## src/rtl/slicer_ref_ctrl.sv

```systemverilog
// slicer_ref_ctrl: window-mean |x| threshold controller for the 4-ASK slicer (ports: clk, reset, clk_en, in_phs_sig, start/stop/freeze in; ref_level, ref_valid, win_done, state out)
module slicer_ref_ctrl #(
  parameter int                 LOG2_WIN    = 10,
  parameter logic signed [17:0] DEFAULT_REF = 18'sd32768,
  parameter logic signed [17:0] MIN_REF     = 18'sd256
) (
  input  logic               clk,
  input  logic               reset,
  input  logic               clk_en,
  input  logic signed [17:0] in_phs_sig,
  input  logic               start,
  input  logic               stop,
  input  logic               freeze,
  output logic signed [17:0] ref_level,
  output logic               ref_valid,
  output logic               win_done,
  output logic [1:0]         state
);
  localparam int AW = LOG2_WIN + 17;
  typedef enum logic [1:0] {IDLE = 2'b00, ACQ = 2'b01, TRACK = 2'b10} state_t;
  state_t               st_q, st_d;
  logic [AW-1:0]        acc_q, acc_d;
  logic [LOG2_WIN-1:0]  cnt_q, cnt_d;
  logic signed [17:0]   ref_q, ref_d;
  logic                 val_q, val_d, done_q, done_d;
  logic [17:0]          neg, mean;
  logic [16:0]          x_abs;
  logic [AW-1:0]        sum;
  logic signed [17:0]   new_ref;
  // -131072 negates to itself (bit 17 still set), so it saturates to 131071
  assign neg     = -in_phs_sig;
  assign x_abs   = !in_phs_sig[17] ? in_phs_sig[16:0] : neg[17] ? 17'h1ffff : neg[16:0];
  assign sum     = acc_q + AW'(x_abs);
  assign mean    = 18'(sum >> LOG2_WIN);
  assign new_ref = ($signed(mean) < MIN_REF) ? MIN_REF : $signed(mean);
  always_comb begin
    st_d   = st_q;
    acc_d  = acc_q;
    cnt_d  = cnt_q;
    ref_d  = ref_q;
    val_d  = val_q;
    done_d = 1'b0;
    if (clk_en) begin
      if (stop) begin
        st_d  = IDLE;
        acc_d = '0;
        cnt_d = '0;
      end else if (start) begin
        st_d  = ACQ;
        acc_d = '0;
        cnt_d = '0;
        val_d = 1'b0;
      end else if (st_q != IDLE) begin
        acc_d = (&cnt_q) ? '0 : sum;
        cnt_d = cnt_q + 1'b1;
        if (&cnt_q) begin
          done_d = 1'b1;
          ref_d  = (st_q == ACQ || !freeze) ? new_ref : ref_q;
          val_d  = (st_q == ACQ) ? 1'b1 : val_q;
          st_d   = TRACK;
        end
      end
    end
  end
  always_ff @(posedge clk or posedge reset) begin
    if (reset) begin
      st_q   <= IDLE;
      acc_q  <= '0;
      cnt_q  <= '0;
      ref_q  <= DEFAULT_REF;
      val_q  <= 1'b0;
      done_q <= 1'b0;
    end else begin
      st_q   <= st_d;
      acc_q  <= acc_d;
      cnt_q  <= cnt_d;
      ref_q  <= ref_d;
      val_q  <= val_d;
      done_q <= done_d;
    end
  end
  assign ref_level = ref_q;
  assign ref_valid = val_q;
  assign win_done  = done_q;
  assign state     = st_q;
endmodule
```

## config.mk

```make
export PLATFORM = sky130hd
export DESIGN_NAME = slicer_ref_ctrl
export DESIGN_NICKNAME = d
export VERILOG_FILES = /design/src/rtl/slicer_ref_ctrl.sv
export SDC_FILE = /design/constraint.sdc
export NUM_CORES = 1
export LEC_CHECK = 0
export BUFFER_PORTS_ARGS = -buffer_cell sky130_fd_sc_hd__buf_2
export CORE_MARGIN = 8
export CORE_UTILIZATION = 45
export CTS_BUF_LIST = sky130_fd_sc_hd__clkbuf_4 sky130_fd_sc_hd__clkbuf_8
export CTS_CLUSTER_SIZE = 24
export DETAILED_ROUTE_END_ITERATION = 6
export PLACE_DENSITY_LB_ADDON = 0.3
export SLEW_MARGIN = 20
export SYNTH_ARGS = -nofsm -noshare
export SYNTH_HDL_FRONTEND = slang
export SYNTH_SLANG_ARGS = --single-unit
```

## constraint.sdc

```tcl
create_clock -name clk -period 3.95 [get_ports clk]
set_input_delay 0.395 -clock clk [delete_from_list [all_inputs] [get_ports clk]]
set_output_delay 0.395 -clock clk [all_outputs]
set_load 0.005 [all_outputs]
```

==> results by group <==
Power
  – Psw: between 500 and 600 µW
  – Clock power frac: 0.317
  – Overall power: around 1.8 mW
  – P_int: 1.24 mW
  – Sequential power share: 0.360
  – Leak: 2.44 nW
  – Peak supply drop: 0.183 mV
  – Pwr dens: 353 nW/µm²
  – Sw Ratio: 0.322
  – Logic pwr share: 0.323

Floorplanning
  – Die Y: ~110 µm
  – FP Rows: 34
  – Die ar.: between 10000 and 15000 µm²
  – Core area: 8680 µm²
  – Die Wd: roughly 110 µm
  – Initial Utilization: 0.460
  – IO Count: 46

Synthesis
  – Unique masters post-synth: 55
  – Synth Flop Type: dfrtp_1
  – EDFF count, synth: 0
  – Syn_nets: 518
  – Seq/Total Area, Yosys: 0.364
  – FFs w/ async S/R, synth: 1.00
  – Post-synthesis register bit count: 58
  – Synth warn: 0
  – Mean area per synthesized cell: 8.45 µm²
  – Post-synthesis cell area: 4000 µm²
  – Post-Syn Instances: 473

Job
  – Number of max-cap violations: 0

Min path
  – Hold Crit Class: input port to asynchronous set/reset pin

Critical path
  – WS Path Type: input port to flop
  – Worst setup EP type: flop
  – Data arrival, critical path: 4.13 ns
  – R2R setup slack: around 1.4 ns
  – Worst-path maximum fanout: 5
  – R2R Path End: ref_level[8]$_DFFE_PP0P_
  – CP required: about 4.2 ns
  – Critical Path Start Type: input port
  – R2r startpoint: acc_q[0]$_DFFE_PP0P_
  – FF-to-FF path depth: 12

Detailed routing
  – # DRC: 0
  – ANT nets after route: 0
  – Wire length on met3: 512 µm
  – Wl on met1: about 4700 µm
  – Wire length on met2: between 5000 and 6000 µm
  – Max Used Layer: met4
  – Via Count: 3724
  – DR vias/cell: between 5 and 6
  – WL/cell: 15.1 µm
  – Routed wire length: 10300 µm
  – Router iterations before antenna repair: 4
  – DR iter-0 viols: 160

Final layout
  – Final Cell Area: 5190 µm²
  – Fillers: 779
  – Layout Nets: just over 600
  – # diodes: 0
  – Share of cells above drive strength 1: 0.297
  – Final core occ: 0.599
  – Syn-to-layout area delta: 30.0%
  – Layout Cells excl Fill: 681

CTS
  – Clock Tree Buf Depth: 2
  – Clk root buf: clkbuf_8
  – CTS tree: yes
  – Sink Count: 58
  – Skew-Pair Late Insertion Delay: 0.34 ns
  – Clk slew on worst S/H paths: 0.07 ns
  – H-Tree Depth: 3
  – Cts bufs inserted: 9

Global route
  – Global-route wire length before repair: between 15000 and 20000 µm
  – GRT Total Usage: 0.171
  – GRT overflow: 0
  – Number of global-route vias before repair: about 3600
  – Initial antenna violation count: 0
  – Largest net degree at the start of global routing: 36

Timing
  – Slew at the pin closest to its max-slew limit: ~0.95 ns
  – Setup Skew: 0.0112 ns
  – Period utilization: 0.988
  – Unrepaired setup endpoints after global routing: yes
  – Max Slew Vio Count: 0
  – Slew HR: 0.363
  – Final count of hold timing violations: 0
  – Setup violators final: 0
  – Final WS setup: 0.0469 ns
  – FMAX: 256 MHz
  – Period minus WS final: 3.90 ns

Placement
  – DP Area: about 4700 µm²
  – Placed insts: 653
  – Port buffer count: 44
  – Post-Place Setup Slack: -0.434 ns
  – Gpl congestion: approximately 0.94
  – Dpl hpwl: 7200 µm

Status
  – Status: completed
==> layout make-up <==
cell class | count | area [µm²] | share of cell area
tap | 108 | 135 | 0.0260
multi-input combinational | 378 | 2610 | 0.502
timing repair buffer | 111 | 754 | 0.145
clock inverter | 4 | 50.0 | 0.00963
clock buffer | 12 | 159 | 0.0306
sequential | 58 | 1450 | 0.280
inverter | 10 | 37.5 | 0.00723
==> layout by cell type, fill, tap and decap left out, types with 8 or more instances in the layout <==
cell,instances
dfrtp_1,57
xnor2_1,18
o31ai_1,9
a22o_1,8
buf_4,62
inv_1,9
nand3_1,15
nand2_1,66
mux2i_1,11
nor2_1,33
o21ai_0,35
a21oi_2,8
ha_1,17
a21oi_1,34
xor2_1,25
buf_2,42
clkbuf_8,11
==> power groups by stage <==
stage / Clock, mW / Sequential [mW] / Combinational (mW)
global route: 0.621 / 0.665 / 0.649
detailed placement: 0 / 0.669 / 0.531
CTS: 0.596 / 0.658 / 0.536
floorplan: 0 / 0.660 / 0.336
global placement: 0 / 0.668 / 0.523
finish: 0.582 / 0.660 / 0.592
==> routing by layer <==
layer	vias up	GRT usage
li1	1859	-
met3	4	0.0477
met2	72	0.274
met1	1789	0.222
met5	-	0
met4	0	0.0466
==> registers in the layout, summed over array words and instances (netlist names) <==
signal / count
ref_valid: 1
cnt_q: 10
acc_q: 27
ref_level: 17
win_done: 1
state: 2
==> what timing repair did <==
action | 4_1_cts | 5_1_grt
endpoints found under the setup margin | 9 | 25
hold buffers | 0 | 0
resized for setup | 1 | 39
gates cloned | 0 | 1
endpoints found under the hold margin | 0 | 0
setup buffers | 3 | 9
pin swaps | 2 | 13
==> critical path: stages <==
cell	delay [ns]
buf_6	0.09
or3_4	0.38
or4_4	0.45
buf_6	0.14
or3_4	0.39
o31ai_4	0.23
xor2_1	0.22
nand2_1	0.12
ha_4	0.32
nand2_4	0.06
nand3_2	0.10
a31o_4	0.16
nand4_1	0.15
a21oi_4	0.18
mux2i_1	0.25
o2111a_1	0.29
buf_6	0.14
a21oi_1	0.06
==> how the worst max path moves through the flow <==
| stage | startpoint | slack (ns) | to |
|---|---|---|---|
| 5_1_grt | in_phs_sig[5] | -0.15 | ref_level[6]$_DFFE_PP0P_ |
| 4_1_cts | in_phs_sig[5] | 0.01 | ref_level[8]$_DFFE_PP0P_ |
| 2_1_floorplan | in_phs_sig[5] | -0.08 | ref_level[8]$_DFFE_PP0P_ |
| 6_report | in_phs_sig[5] | 0.05 | ref_level[4]$_DFFE_PP0P_ |
| 3_5_place_dp | in_phs_sig[5] | -0.43 | ref_level[1]$_DFFE_PP0P_ |
| 3_3_place_gp | in_phs_sig[5] | -0.35 | ref_level[6]$_DFFE_PP0P_ |
==> kinds of logic (layout without fill, tap and decap cells) <==
family	Yosys count	in the layout	synth area share
muxes	11	11	0.0276
adders and majority gates	21	21	0.0676
buffers and inverters	37	137	0.0388
xor gates and xnor gates	43	43	0.0943
and+or+nand+nor	169	169	0.197
DFF	58	58	0.364
other	1	1	0.000939
AOI/OAI and AO/OA	133	133	0.210
==> per-stage QoR <==
step                setup TNS, ns  hold slack [ns]
floorplan                 -0.0782            0.450
global placement            -5.24            0.475
detailed placement          -7.36            0.488
CTS                             0            0.122
global route                -1.16            0.146
finish                          0            0.107
==> cells in the mapped netlist, types with 2 or more instances <==
library cell,count,area [µm²]
nor3_1,8,40.0
a21oi_1,44,220
or3_1,5,31.3
o41ai_1,4,35.0
buf_2,4,20.0
nor2_1,34,128
a22o_1,8,70.1
nand2_1,70,263
o21ai_0,37,185
nand3_1,17,85.1
buf_4,3,22.5
ha_1,20,250
a41oi_1,2,17.5
inv_1,10,37.5
dfrtp_1,57,1430
and3_1,4,25.0
o31ai_1,10,75.1
nand4_1,4,25.0
a31oi_1,5,31.3
clkbuf_1,19,71.3
o21a_1,3,22.5
xor2_1,25,219
and4_1,2,17.5
nor2b_1,8,50.1
nand2b_1,5,31.3
and2_1,3,18.8
mux2i_1,11,110
a21o_1,7,52.6
xnor2_1,18,158
No activity file was read; power rests on OpenSTA's default activity.
